<file path="src/rtl/lsu_access_ctrl_if.sv">
// Bundle of AGU-side, data-memory and writeback/exception signals of the LSU
// access controller. The slave modport is the controller itself; the master
// modport is the surrounding pipeline/memory environment.
interface lsu_access_ctrl_if;
    // AGU request side
    logic        agu_valid;
    logic [31:0] agu_pc;
    logic [31:0] agu_addr;
    logic [31:0] agu_store_data;
    logic        agu_is_store;
    logic [3:0]  agu_byte_sel;
    logic        agu_load_unsigned;
    logic [4:0]  agu_rd_addr;
    logic        agu_align_exc;
    logic        flush;
    logic        lsu_ready;
    // data memory port
    logic        dmem_req;
    logic        dmem_we;
    logic [31:0] dmem_addr;
    logic [31:0] dmem_wdata;
    logic [3:0]  dmem_be;
    logic        dmem_ack;
    logic [31:0] dmem_rdata;
    // load writeback
    logic        wb_valid;
    logic [4:0]  wb_rd_addr;
    logic [31:0] wb_data;
    logic [31:0] wb_pc;
    // exception report
    logic        exc_valid;
    logic [1:0]  exc_cause;
    logic [31:0] exc_pc;
    logic [31:0] exc_addr;

    modport slave (
        input  agu_valid, agu_pc, agu_addr, agu_store_data, agu_is_store,
               agu_byte_sel, agu_load_unsigned, agu_rd_addr, agu_align_exc,
               flush, dmem_ack, dmem_rdata,
        output lsu_ready, dmem_req, dmem_we, dmem_addr, dmem_wdata, dmem_be,
               wb_valid, wb_rd_addr, wb_data, wb_pc,
               exc_valid, exc_cause, exc_pc, exc_addr
    );

    modport master (
        output agu_valid, agu_pc, agu_addr, agu_store_data, agu_is_store,
               agu_byte_sel, agu_load_unsigned, agu_rd_addr, agu_align_exc,
               flush, dmem_ack, dmem_rdata,
        input  lsu_ready, dmem_req, dmem_we, dmem_addr, dmem_wdata, dmem_be,
               wb_valid, wb_rd_addr, wb_data, wb_pc,
               exc_valid, exc_cause, exc_pc, exc_addr
    );
endinterface

</file>
<file path="src/rtl/lsu_access_ctrl.sv">
// LSU access controller: accepts one AGU load/store at a time, issues a single
// data-memory access with lane-shifted data/byte enables, and returns either a
// load writeback or an exception report one cycle after completion.
// Optional feature: define FALCO_LSU_TIMEOUT_EN to add an 8-bit ack-timeout
// counter (limit DMEM_TIMEOUT) that reports a bus timeout (cause 10).
module lsu_access_ctrl #(
    parameter int DMEM_TIMEOUT = 255
) (
    input  logic              clk,
    input  logic              rst,
    lsu_access_ctrl_if.slave  bus
);
    typedef enum logic [1:0] {IDLE, WAIT, DRAIN} state_t;

    state_t      state_reg;
    logic [31:0] pc_reg, addr_reg;
    logic [3:0]  byte_sel_reg;
    logic        unsigned_reg;
    logic [4:0]  rd_reg;
    logic        dmem_req_reg, dmem_we_reg;
    logic [31:0] dmem_addr_reg, dmem_wdata_reg;
    logic [3:0]  dmem_be_reg;
    logic        wb_valid_reg;
    logic [4:0]  wb_rd_addr_reg;
    logic [31:0] wb_data_reg, wb_pc_reg;
    logic        exc_valid_reg;
    logic [1:0]  exc_cause_reg;
    logic [31:0] exc_pc_reg, exc_addr_reg;

    logic        accept;
    logic        timeout_hit;
    logic [31:0] rdata_shifted;
    logic [31:0] load_data;

    // Ready only while idle and not being killed; held low while in reset.
    assign bus.lsu_ready = (state_reg == IDLE) && !bus.flush && !rst;
    assign accept        = bus.agu_valid && bus.lsu_ready;

`ifdef FALCO_LSU_TIMEOUT_EN
    logic [7:0] wait_cnt_reg;

    // Count cycles spent waiting for ack; idle keeps it cleared so every access starts at 0.
    always_ff @(posedge clk or posedge rst) begin
        if (rst)
            wait_cnt_reg <= '0;
        else if (state_reg == IDLE)
            wait_cnt_reg <= '0;
        else
            wait_cnt_reg <= wait_cnt_reg + 8'd1;
    end

    // Fires in the DMEM_TIMEOUT-th waiting cycle.
    assign timeout_hit = (wait_cnt_reg == 8'(DMEM_TIMEOUT - 1));
`else
    logic unused_timeout_param;
    assign unused_timeout_param = |DMEM_TIMEOUT;
    assign timeout_hit          = 1'b0;
`endif

    // Align the returned word to the access lane, then mask and extend by size.
    always_comb begin
        rdata_shifted = bus.dmem_rdata >> {addr_reg[1:0], 3'b000};
        load_data     = rdata_shifted;
        if (!byte_sel_reg[1])
            load_data = {{24{!unsigned_reg && rdata_shifted[7]}}, rdata_shifted[7:0]};
        else if (!byte_sel_reg[3])
            load_data = {{16{!unsigned_reg && rdata_shifted[15]}}, rdata_shifted[15:0]};
    end

    // Access FSM with registered memory, writeback and exception outputs.
    always_ff @(posedge clk or posedge rst) begin
        if (rst) begin
            state_reg      <= IDLE;
            pc_reg         <= '0;
            addr_reg       <= '0;
            byte_sel_reg   <= '0;
            unsigned_reg   <= 1'b0;
            rd_reg         <= '0;
            dmem_req_reg   <= 1'b0;
            dmem_we_reg    <= 1'b0;
            dmem_addr_reg  <= '0;
            dmem_wdata_reg <= '0;
            dmem_be_reg    <= '0;
            wb_valid_reg   <= 1'b0;
            wb_rd_addr_reg <= '0;
            wb_data_reg    <= '0;
            wb_pc_reg      <= '0;
            exc_valid_reg  <= 1'b0;
            exc_cause_reg  <= '0;
            exc_pc_reg     <= '0;
            exc_addr_reg   <= '0;
        end else begin
            wb_valid_reg  <= 1'b0;
            exc_valid_reg <= 1'b0;
            case (state_reg)
                IDLE: begin
                    if (accept) begin
                        if (bus.agu_align_exc) begin
                            exc_valid_reg <= 1'b1;
                            exc_cause_reg <= 2'b01;
                            exc_pc_reg    <= bus.agu_pc;
                            exc_addr_reg  <= bus.agu_addr;
                        end else begin
                            state_reg      <= WAIT;
                            pc_reg         <= bus.agu_pc;
                            addr_reg       <= bus.agu_addr;
                            byte_sel_reg   <= bus.agu_byte_sel;
                            unsigned_reg   <= bus.agu_load_unsigned;
                            rd_reg         <= bus.agu_rd_addr;
                            dmem_req_reg   <= 1'b1;
                            dmem_we_reg    <= bus.agu_is_store;
                            dmem_addr_reg  <= {bus.agu_addr[31:2], 2'b00};
                            dmem_be_reg    <= bus.agu_byte_sel << bus.agu_addr[1:0];
                            dmem_wdata_reg <= bus.agu_store_data << {bus.agu_addr[1:0], 3'b000};
                        end
                    end
                end
                WAIT: begin
                    if (bus.dmem_ack || timeout_hit) begin
                        state_reg      <= IDLE;
                        dmem_req_reg   <= 1'b0;
                        dmem_we_reg    <= 1'b0;
                        dmem_be_reg    <= '0;
                        dmem_addr_reg  <= '0;
                        dmem_wdata_reg <= '0;
                        // A simultaneous flush wins: the result is dropped.
                        if (bus.dmem_ack && !bus.flush && !dmem_we_reg) begin
                            wb_valid_reg   <= 1'b1;
                            wb_rd_addr_reg <= rd_reg;
                            wb_data_reg    <= load_data;
                            wb_pc_reg      <= pc_reg;
                        end else if (!bus.dmem_ack && !bus.flush) begin
                            exc_valid_reg <= 1'b1;
                            exc_cause_reg <= 2'b10;
                            exc_pc_reg    <= pc_reg;
                            exc_addr_reg  <= addr_reg;
                        end
                    end else if (bus.flush) begin
                        state_reg <= DRAIN;
                    end
                end
                DRAIN: begin
                    // Killed access: keep the request up until memory finishes, report nothing.
                    if (bus.dmem_ack || timeout_hit) begin
                        state_reg      <= IDLE;
                        dmem_req_reg   <= 1'b0;
                        dmem_we_reg    <= 1'b0;
                        dmem_be_reg    <= '0;
                        dmem_addr_reg  <= '0;
                        dmem_wdata_reg <= '0;
                    end
                end
                default: state_reg <= IDLE;
            endcase
        end
    end

    assign bus.dmem_req   = dmem_req_reg;
    assign bus.dmem_we    = dmem_we_reg;
    assign bus.dmem_addr  = dmem_addr_reg;
    assign bus.dmem_wdata = dmem_wdata_reg;
    assign bus.dmem_be    = dmem_be_reg;
    // A kill arriving in the pulse cycle cancels the pending writeback/exception.
    assign bus.wb_valid   = wb_valid_reg && !bus.flush;
    assign bus.wb_rd_addr = wb_rd_addr_reg;
    assign bus.wb_data    = wb_data_reg;
    assign bus.wb_pc      = wb_pc_reg;
    assign bus.exc_valid  = exc_valid_reg && !bus.flush;
    assign bus.exc_cause  = exc_cause_reg;
    assign bus.exc_pc     = exc_pc_reg;
    assign bus.exc_addr   = exc_addr_reg;
endmodule

</file>
<file path="src/flat_wrapper.sv">
// flat-port wrapper written by rule: the top's interface ports become plain ports
module lsu_access_ctrl_flat 
#(
    parameter int DMEM_TIMEOUT = 255
)
  (clk, rst, bus_agu_valid, bus_agu_pc, bus_agu_addr, bus_agu_store_data, bus_agu_is_store, bus_agu_byte_sel, bus_agu_load_unsigned, bus_agu_rd_addr, bus_agu_align_exc, bus_flush, bus_dmem_ack, bus_dmem_rdata, bus_lsu_ready, bus_dmem_req, bus_dmem_we, bus_dmem_addr, bus_dmem_wdata, bus_dmem_be, bus_wb_valid, bus_wb_rd_addr, bus_wb_data, bus_wb_pc, bus_exc_valid, bus_exc_cause, bus_exc_pc, bus_exc_addr);
  lsu_access_ctrl_if bus_i ();
  input  logic clk;
  input  logic rst;
  input wire logic [$bits(bus_i.agu_valid)-1:0] bus_agu_valid;
  input wire logic [$bits(bus_i.agu_pc)-1:0] bus_agu_pc;
  input wire logic [$bits(bus_i.agu_addr)-1:0] bus_agu_addr;
  input wire logic [$bits(bus_i.agu_store_data)-1:0] bus_agu_store_data;
  input wire logic [$bits(bus_i.agu_is_store)-1:0] bus_agu_is_store;
  input wire logic [$bits(bus_i.agu_byte_sel)-1:0] bus_agu_byte_sel;
  input wire logic [$bits(bus_i.agu_load_unsigned)-1:0] bus_agu_load_unsigned;
  input wire logic [$bits(bus_i.agu_rd_addr)-1:0] bus_agu_rd_addr;
  input wire logic [$bits(bus_i.agu_align_exc)-1:0] bus_agu_align_exc;
  input wire logic [$bits(bus_i.flush)-1:0] bus_flush;
  input wire logic [$bits(bus_i.dmem_ack)-1:0] bus_dmem_ack;
  input wire logic [$bits(bus_i.dmem_rdata)-1:0] bus_dmem_rdata;
  output wire logic [$bits(bus_i.lsu_ready)-1:0] bus_lsu_ready;
  output wire logic [$bits(bus_i.dmem_req)-1:0] bus_dmem_req;
  output wire logic [$bits(bus_i.dmem_we)-1:0] bus_dmem_we;
  output wire logic [$bits(bus_i.dmem_addr)-1:0] bus_dmem_addr;
  output wire logic [$bits(bus_i.dmem_wdata)-1:0] bus_dmem_wdata;
  output wire logic [$bits(bus_i.dmem_be)-1:0] bus_dmem_be;
  output wire logic [$bits(bus_i.wb_valid)-1:0] bus_wb_valid;
  output wire logic [$bits(bus_i.wb_rd_addr)-1:0] bus_wb_rd_addr;
  output wire logic [$bits(bus_i.wb_data)-1:0] bus_wb_data;
  output wire logic [$bits(bus_i.wb_pc)-1:0] bus_wb_pc;
  output wire logic [$bits(bus_i.exc_valid)-1:0] bus_exc_valid;
  output wire logic [$bits(bus_i.exc_cause)-1:0] bus_exc_cause;
  output wire logic [$bits(bus_i.exc_pc)-1:0] bus_exc_pc;
  output wire logic [$bits(bus_i.exc_addr)-1:0] bus_exc_addr;
  assign bus_i.agu_valid = bus_agu_valid;
  assign bus_i.agu_pc = bus_agu_pc;
  assign bus_i.agu_addr = bus_agu_addr;
  assign bus_i.agu_store_data = bus_agu_store_data;
  assign bus_i.agu_is_store = bus_agu_is_store;
  assign bus_i.agu_byte_sel = bus_agu_byte_sel;
  assign bus_i.agu_load_unsigned = bus_agu_load_unsigned;
  assign bus_i.agu_rd_addr = bus_agu_rd_addr;
  assign bus_i.agu_align_exc = bus_agu_align_exc;
  assign bus_i.flush = bus_flush;
  assign bus_i.dmem_ack = bus_dmem_ack;
  assign bus_i.dmem_rdata = bus_dmem_rdata;
  assign bus_lsu_ready = bus_i.lsu_ready;
  assign bus_dmem_req = bus_i.dmem_req;
  assign bus_dmem_we = bus_i.dmem_we;
  assign bus_dmem_addr = bus_i.dmem_addr;
  assign bus_dmem_wdata = bus_i.dmem_wdata;
  assign bus_dmem_be = bus_i.dmem_be;
  assign bus_wb_valid = bus_i.wb_valid;
  assign bus_wb_rd_addr = bus_i.wb_rd_addr;
  assign bus_wb_data = bus_i.wb_data;
  assign bus_wb_pc = bus_i.wb_pc;
  assign bus_exc_valid = bus_i.exc_valid;
  assign bus_exc_cause = bus_i.exc_cause;
  assign bus_exc_pc = bus_i.exc_pc;
  assign bus_exc_addr = bus_i.exc_addr;
  lsu_access_ctrl #(.DMEM_TIMEOUT(DMEM_TIMEOUT)) u_core (.clk(clk), .rst(rst), .bus(bus_i));
endmodule
</file>
<file path="config.mk">
export PLATFORM = sky130hd
export DESIGN_NAME = lsu_access_ctrl_flat
export DESIGN_NICKNAME = d
export VERILOG_FILES = /design/src/rtl/lsu_access_ctrl_if.sv /design/src/rtl/lsu_access_ctrl.sv /design/src/flat_wrapper.sv
export SDC_FILE = /design/constraint.sdc
export NUM_CORES = 1
export LEC_CHECK = 0
export ABC_AREA = 1
export CORE_UTILIZATION = 41
export DETAILED_ROUTE_END_ITERATION = 8
export HOLD_SLACK_MARGIN = 0.06
export MAX_ROUTING_LAYER = met4
export PLACE_DENSITY_LB_ADDON = 0.3
export SYNTH_ARGS = -nofsm -noshare
export SYNTH_HDL_FRONTEND = slang
export SYNTH_SLANG_ARGS = --single-unit
</file>
<file path="constraint.sdc">
create_clock -name clk -period 8.4 [get_ports clk]
set_input_delay 1.68 -clock clk [delete_from_list [all_inputs] [get_ports clk]]
set_output_delay 1.68 -clock clk [all_outputs]
set_load 0.05 [all_outputs]
</file>
* Word level (Yosys, flattened, before mapping)
Cells that the tools add are included.
Operators by class: bitwise operators 1, reduce and logical (&&, ||, !) cells 24, shift-type cells 3, eq/ne operators 11, mux-type cells 53
Operators with widths (count):
- 32-bit 2-to-1 mux | 17
- 32-bit one-hot mux with 2 select lines | 4
- 32-bit by 5-bit << shifter with 32-bit output | 1
- 32-bit by 5-bit >> shifter with 32-bit output | 1
- 2-bit 2-to-1 mux | 10
- 1-bit 2-to-1 mux | 13
- 4-bit 2-to-1 mux | 3
- 1-bit logical AND | 10
- 2-bit inequality test, second input constant | 5
- 4-bit one-hot mux with 2 select lines | 1
- 4-bit AND reduction | 2
- 2-bit by 1-bit inequality test with 1-bit output, second input constant | 3
- 1-bit one-hot mux with 2 select lines | 3
- 2-bit one-hot mux with 3 select lines | 1
- 3-bit AND reduction | 2
- 6-bit AND reduction | 1
- 1-bit logical NOT | 5
- 2-bit one-hot mux with 2 select lines | 1
- 2-bit nonzero test | 2
- 4-bit by 2-bit << shifter with 4-bit output | 1
- 3-bit inequality test, second input constant | 1
- 2-bit by 1-bit == test with 1-bit output, second input constant | 1
- 2-bit == test, second input constant | 1
- 2-bit logical NOT | 1
- other kinds (2) | 2
Storage, ports and cells: bits in registers 283, input port bits 145, logic and storage cells 111

* Logic depth before layout (Yosys ltp)
Gate-level depths: netlist of run 1.
word-level depth 6, mapped depth 11, gate-level depth less buffers 9

* Worst setup path before layout of run 1
No wires, ideal clock.
path kind in2out, start point input bus_flush, end point output bus_exc_valid, buffers on the path 0, path slack 4.386 ns, data arrival time 2.334 ns, cell stages on the path 1, data required time 6.720 ns, path through nor2_1
On the way: word-level cells in the longest chain between the ends 2
Ends and longest elaborated chain:
- start, declared | line flat_wrapper.sv:19 | input wire logic [$bits(bus_i.flush)-1:0] bus_flush;
- 1-bit logical NOT | line lsu_access_ctrl.sv:168 | assign bus.exc_valid = exc_valid_reg && !bus.flush;
- 1-bit logical AND | line lsu_access_ctrl.sv:168
- end, declared | line flat_wrapper.sv:32 | output wire logic [$bits(bus_i.exc_valid)-1:0] bus_exc_valid;
Every way passes these cells.

* Worst setup path in the final report of run 1
start point input bus_flush, end point output bus_lsu_ready
On the way: word-level cells in the longest chain between the ends 3
Ends and longest elaborated chain:
- 1-bit logical NOT | line lsu_access_ctrl.sv:36 | assign bus.lsu_ready = (state_reg == IDLE) && !bus.flush && !rst;
- 1-bit logical AND (2 in series) | line lsu_access_ctrl.sv:36
- end, declared | line flat_wrapper.sv:22 | output wire logic [$bits(bus_i.lsu_ready)-1:0] bus_lsu_ready;
Every way passes these cells.

==> run metrics, run 1 <==
fin. max-slew vios=0; Synth area leaders=sky130_fd_sc_hd__dfrtp_1 (59%), sky130_fd_sc_hd__nand2_1 (17%), sky130_fd_sc_hd__o21ai_1 (4.9%); max_cap viols=0; half-perimeter wire length of the detailed placement result=21500 um; critical path's top delay family=buffers and inverters; Final Hold Viols=0; number of buffers inserted by port buffering=350; Syn. warnings=0; post-route worst setup slack=3.43 ns; core region area=25200 um2; H-tree depth=1; y dimension of the die=162 um; CP endpoint kind=primary output; width of the die=162 um; highest ir drop seen on vdd=240 uV; async set-reset flop share out of synthesis=100%; global-route usage over all layers=24.7%; number of nets with antenna violations after routing=0; cell area power density=415 nW/um2; Arr. time, crit path=3.29 ns; worst hold path stage count=2; fmax=201 MHz; pin count of the biggest net entering global routing=151; overall via count from detail_route=9337; number of global-route vias before repair=9247; skew final=0.0175 ns; Detailed Route WL=31300 um; first-pass GRT wire length=49700 um; synthesized area divided by synthesized cell count=8.49 um2; unrepaired setup endpoints after global routing=no; EDFF count, synth=0; setup slack, reg-to-reg=5.58 ns; depth of the worst register-to-register path=10; most instantiated flip-flop cell in the synthesis netlist=sky130_fd_sc_hd__dfrtp_1; Worst Hold Class=flop to flop; number of placement rows=58; type of the worst setup path=input port to primary output; share of the cycle needed by the critical path after routing=59.2%; critical register-to-register path startpoint=u_core.state_reg[0]$_DFFE_PP0P_; final routed DRC violation total=0; share of layout cells above drive strength 1=4.13%; total clock buffers created by CTS=27; Synth area leader=sky130_fd_sc_hd__dfrtp_1; count of different cell masters after synthesis=25; sequential area share after synthesis=59.1%; sum of negative setup slack=0 ns; Clk pin slew, worst setup/hold paths=0.06 ns; total power of the final layout=0.00627 W; synthesized area=10500 um2; Hold Worst Slack=0.456 ns; terminating pin of the worst hold path=u_core.bus.wb_pc[30]$_DFFE_PP0P_; pre-CTS setup slack=3.43 ns; Gate Count Post-Synth=1242; Most Frequent Cell on Critical Path=sky130_fd_sc_hd__clkdlybuf4s50_1; most frequent cell after synthesis=sky130_fd_sc_hd__nand2_1; clk root buf=sky130_fd_sc_hd__clkbuf_16; Pleak=7.23 nW; number of antenna violations at the first check in global routing=3; Worst Max-Slew Pin Slew=1.09 ns; Required @ worst endpoint=6.72 ns; terminus of the critical flop-to-flop path=u_core.bus.exc_cause[0]$_DFFE_PP0P_; critical-path maximum fanout=5; Slew headroom=27.6%; number of DRC markers after the initial detailed-route iteration=763; element type at the critical path start=input port; total of flip-flops plus latches after synthesis=249; Clock Sinks=249; GP Congestion=0.904; Initial Utilization=41.9%; insertion delay to the later sink of the worst-skew pair=0.54 ns; crit path cell chain=clkdlybuf4s50_1 > nor3_4 > clkdlybuf4s50_1; final critical-path required period=4.97 ns; Yosys top cell area share=59.1%; Max Buffers Root-to-Sink=3; Layout area overhead=43.6%; post-CTS setup repair buffer count=0; number of gates resized after cts=0; Avg WL per Cell=16.4 um; commonest cells in the netlist=sky130_fd_sc_hd__nand2_1 (465), sky130_fd_sc_hd__dfrtp_1 (249), sky130_fd_sc_hd__o21ai_1 (103), sky130_fd_sc_hd__o21ai_0 (102), sky130_fd_sc_hd__inv_1 (101); slowest CP cell=sky130_fd_sc_hd__clkdlybuf4s50_1; detailed-routing iteration count for the pre-antenna-repair pass=5; remaining global-route overflow=0; buffers and inverters on the worst path=2; vias per cell=4.90; run status=finished clean; origin of the worst min-delay path=u_core.pc_reg[30]$_DFFE_PP0P_; number of I/O pins=353; final-stage net count=1702; stage delay of the slowest cell on the critical path=0.84 ns; final setup fails=0; clock tree from TritonCTS=yes; area of the die=26300 um2; CTS Hold Bufs=0
-- per-stage QoR --
stage / instance area (um2) / utilization [%] / std cells
after floorplan: 10500 / - / 1243
after global placement: 14200 / 56.4 / 1854
after detailed placement: 14200 / 56.4 / 1854
after CTS: 15100 / 60.1 / 1903
after global routing: 15100 / 60.1 / 1906
final: 15100 / 60.1 / 1906
-- cell type report --
class	count	area, um2
multi-input cells	812	3580
well taps	330	413
inverters	105	398
diodes	3	7.51
flip-flops and latches	249	6230
fillers	2208	10100
clock inverters	9	143
clock buffers	40	785
repair buffers	358	3580
-- kinds of logic after synthesis --
kind of cell               share of synthesized area [%]
other                                             0.0356
and+or+nand+nor                                     20.0
buffers and inverters                               7.03
AOI/OAI and AO/OA                                   13.3
adders and majority gates                          0.475
DFF                                                 59.1
-- worst register-to-register path: stages (launching register included) --
cell and delay [ns]:
sky130_fd_sc_hd__dfrtp_1 0.38, sky130_fd_sc_hd__inv_1 0.09, sky130_fd_sc_hd__ha_1 0.25, sky130_fd_sc_hd__inv_2 0.11
sky130_fd_sc_hd__nor3_4 0.05, sky130_fd_sc_hd__nand2_2 0.18, sky130_fd_sc_hd__nor2_4 0.06, sky130_fd_sc_hd__nand2_4 0.39
sky130_fd_sc_hd__buf_4 0.71, sky130_fd_sc_hd__inv_1 0.17, sky130_fd_sc_hd__or2_2 0.30
-- layout by cell type, fill, tap and decap left out, drive strengths merged, types with 4 or more instances in the layout --
cell,Yosys,final
nand2,468,468
buf,35,8
a22o,6,6
clkdlybuf4s50,0,350
clkbuf,42,40
o211ai,16,16
o21ai,205,205
clkinv,0,4
ha,4,4
dfrtp,249,249
a21oi,36,36
nor2,44,44
nand3,25,25
inv,105,106
-- metal layers --
metal | share of wire, % | vias to the layer above | GRT usage, % | wire (um)
met5 | 0 | - | - | 0
met4 | 3.0 | 0 | 7.89 | 930
met3 | 8.9 | 62 | 6.69 | 2790
met2 | 46 | 359 | 38.4 | 14500
met1 | 42 | 4366 | 31.3 | 13100
li1 | - | 4550 | - | -
-- worst max path at each step --
stage,from,endpoint,cells past startpoint
after CTS,bus_flush,bus_lsu_ready,3
final,bus_flush,bus_lsu_ready,3
after global placement,bus_flush,bus_lsu_ready,3
after detailed placement,bus_flush,bus_lsu_ready,3
after global routing,bus_flush,bus_lsu_ready,3
after floorplan,rst,u_core.addr_reg[0]$_DFFE_PP0P_,1
-- report_power, final --
part	total (W)	internal [W]	switching [W]
combinational	0.00308	0.000967	0.00212
clock	0.00123	0.000742	0.000490
sequential	0.00196	0.00166	0.000297
No activity file was read; power rests on OpenSTA's default activity.
==> run 2: changes to the inputs <==
==> constraint.sdc (replaced) <==
create_clock -name clk -period 4.4 [get_ports clk]
set_input_delay 0.88 -clock clk [delete_from_list [all_inputs] [get_ports clk]]
set_output_delay 0.88 -clock clk [all_outputs]
set_load 0.05 [all_outputs]
==> run 2 against run 1 <==
  * Hold slack improved by 0.013 ns
  * Clock skew increased by 0.0012 ns
  * Die area unchanged
  * First-iteration DRC count fell by 10%
  * Worst setup slack worse by 2.4 ns
  * Sequential cell count is the same
  * Non-clock buffer count increased by 3
==> run metrics, run 2 (synthesis results as in run 1) <==
pin count of the biggest net entering global routing=102 (-32%); element type at the critical path start=input port; clk root buf=sky130_fd_sc_hd__clkbuf_16; CTS Hold Bufs=0 (unchanged); final setup fails=0 (unchanged); sum of negative setup slack=0 ns (unchanged); Pleak=7.28 nW (+0.72%); vias per cell=4.92 (+0.44%); number of gates resized after cts=0 (unchanged); critical-path maximum fanout=5 (unchanged); post-route worst setup slack=1.03 ns (-2.40 ns); Initial Utilization=41.9% (unchanged); pre-CTS setup slack=1.04 ns (-2.39 ns); number of nets with antenna violations after routing=0 (unchanged); GP Congestion=0.957 (+5.8%); detailed-routing iteration count for the pre-antenna-repair pass=5 (unchanged); Required @ worst endpoint=3.52 ns (-3.20 ns); Layout area overhead=44.7%; type of the worst setup path=input port to primary output; slowest CP cell=sky130_fd_sc_hd__clkdlybuf4s50_1; Final Hold Viols=0 (unchanged); y dimension of the die=162 um (unchanged); area of the die=26300 um2 (unchanged); number of antenna violations at the first check in global routing=4 (+1); half-perimeter wire length of the detailed placement result=22100 um (+2.9%); first-pass GRT wire length=49900 um (+0.42%); share of layout cells above drive strength 1=4.50% (+0.37 points); core region area=25200 um2 (unchanged); Arr. time, crit path=2.49 ns (-0.80 ns); DP Area=14300 um2 (+0.42%); stage delay of the slowest cell on the critical path=0.84 ns (about the same); final-stage net count=1705 (+0.18%); final critical-path required period=3.37 ns; most frequent cells in the layout=sky130_fd_sc_hd__nand2_1 (464), sky130_fd_sc_hd__clkdlybuf4s50_1 (350), sky130_fd_sc_hd__dfrtp_1 (249); number of DRC markers after the initial detailed-route iteration=685 (-10%); skew final=0.0187 ns (+0.00119 ns); post-CTS setup repair buffer count=0 (unchanged); Clk pin slew, worst setup/hold paths=0.06 ns (about the same); Detailed Route WL=31900 um (+1.9%); CP endpoint kind=primary output; Max Buffers Root-to-Sink=3 (unchanged); Worst Max-Slew Pin Slew=1.18 ns (+0.0912 ns); cell area power density=798 nW/um2 (+92%); Worst Hold Class=flop to flop; Avg WL per Cell=16.7 um (+1.6%); total clock buffers created by CTS=27 (unchanged); global-route usage over all layers=24.8% (+0.14 points); insertion delay to the later sink of the worst-skew pair=0.54 ns (about the same); H-tree depth=1 (unchanged); setup slack, reg-to-reg=1.74 ns (-3.84 ns); fmax=297 MHz; final routed DRC violation total=0 (unchanged); number of I/O pins=353 (unchanged); number of buffers inserted by port buffering=350 (unchanged); critical path's top delay family=buffers and inverters; Clock Sinks=249 (unchanged); Layout Utilization=60.5% (+0.46 points); total power of the final layout=0.0122 W (+94%); share of the cycle needed by the critical path after routing=76.6%; width of the die=162 um (unchanged); unrepaired setup endpoints after global routing=no; buffers and inverters on the worst path=2 (unchanged); number of global-route vias before repair=9264 (+0.18%); highest ir drop seen on vdd=469 uV (+95%); remaining global-route overflow=0 (unchanged); number of placement rows=58 (unchanged); Most Frequent Cell on Critical Path=sky130_fd_sc_hd__clkdlybuf4s50_1; clock tree from TritonCTS=yes; run status=finished clean; Slew headroom=21.4% (-6.2 points); overall via count from detail_route=9403 (+0.71%); max_cap viols=0 (unchanged); most common cell after layout, fill and taps aside=sky130_fd_sc_hd__nand2_1; crit path cell chain=clkdlybuf4s50_1 > nor3_4 > clkdlybuf4s50_1; final std cell area, no fill=15200 um2 (+0.77%); fin. max-slew vios=0 (unchanged)
## run 2: cell count changes in the layout (fill, tap and decap cells not counted), sizes merged
| cell | previous run | this run |
|---|---|---|
| clkinv | 4 | 6 |
| clkinvlp | 1 | 3 |
| bufinv | 3 | 6 |
| buf | 8 | 11 |
| clkbuf | 40 | 35 |
| diode | 3 | 4 |
| inv | 106 | 105 |
## run 2: layout make-up
type	count	area, um2
diodes	4	10.0
clock buffers	35	736
clock inverters	15	245
fillers	2155	9930
inverters	105	398
multi-input cells	812	3580
flip-flops and latches	249	6230
well taps	330	413
repair buffers	361	3640
## run 2: worst paths after layout
kind                                                start                            endpoint  cells after the start
hold / removal               u_core.pc_reg[4]$_DFFE_PP0P_     u_core.bus.wb_pc[4]$_DFFE_PP0P_                      2
setup reg to reg           u_core.addr_reg[0]$_DFFE_PP0P_  u_core.bus.wb_data[27]$_DFFE_PP0P_                      7
max in group asynchronous                             rst        u_core.pc_reg[2]$_DFFE_PP0P_                      3
min in group asynchronous                             rst   u_core.bus.exc_pc[23]$_DFFE_PP0P_                      2
setup / recovery                                bus_flush                       bus_lsu_ready                      3
hold reg to reg              u_core.pc_reg[4]$_DFFE_PP0P_     u_core.bus.wb_pc[4]$_DFFE_PP0P_                      2
## run 2: metal layers
layer	up-vias	track usage [%]	share of wire, %
li1	4558	-	-
met1	4383	30.8	41
met2	386	38.3	46
met3	76	6.61	8.8
met4	0	10.3	4.1
met5	-	-	0
## run 2: worst register-to-register path, delay by kind of cell, from the launching register on
kind	cells	cell delay, ns
simple gates	4	0.45
flops	1	0.85
compound gates	1	0.18
buf+inv	2	1.02
## run 2: report_power, final
part	leakage (nW)	switching (W)	internal [W]
clock	0.479	0.000942	0.00154
combinational	3.56	0.00406	0.00187
sequential	3.24	0.000581	0.00317
## run 2: through the flow
step / std cells / hold WS (ns)
6_report: 1911 / 0.469
5_1_grt: 1911 / 0.490
3_3_place_gp: 1857 / 0.451
2_1_floorplan: 1243 / 0.442
3_5_place_dp: 1857 / 0.455
4_1_cts: 1907 / 0.470
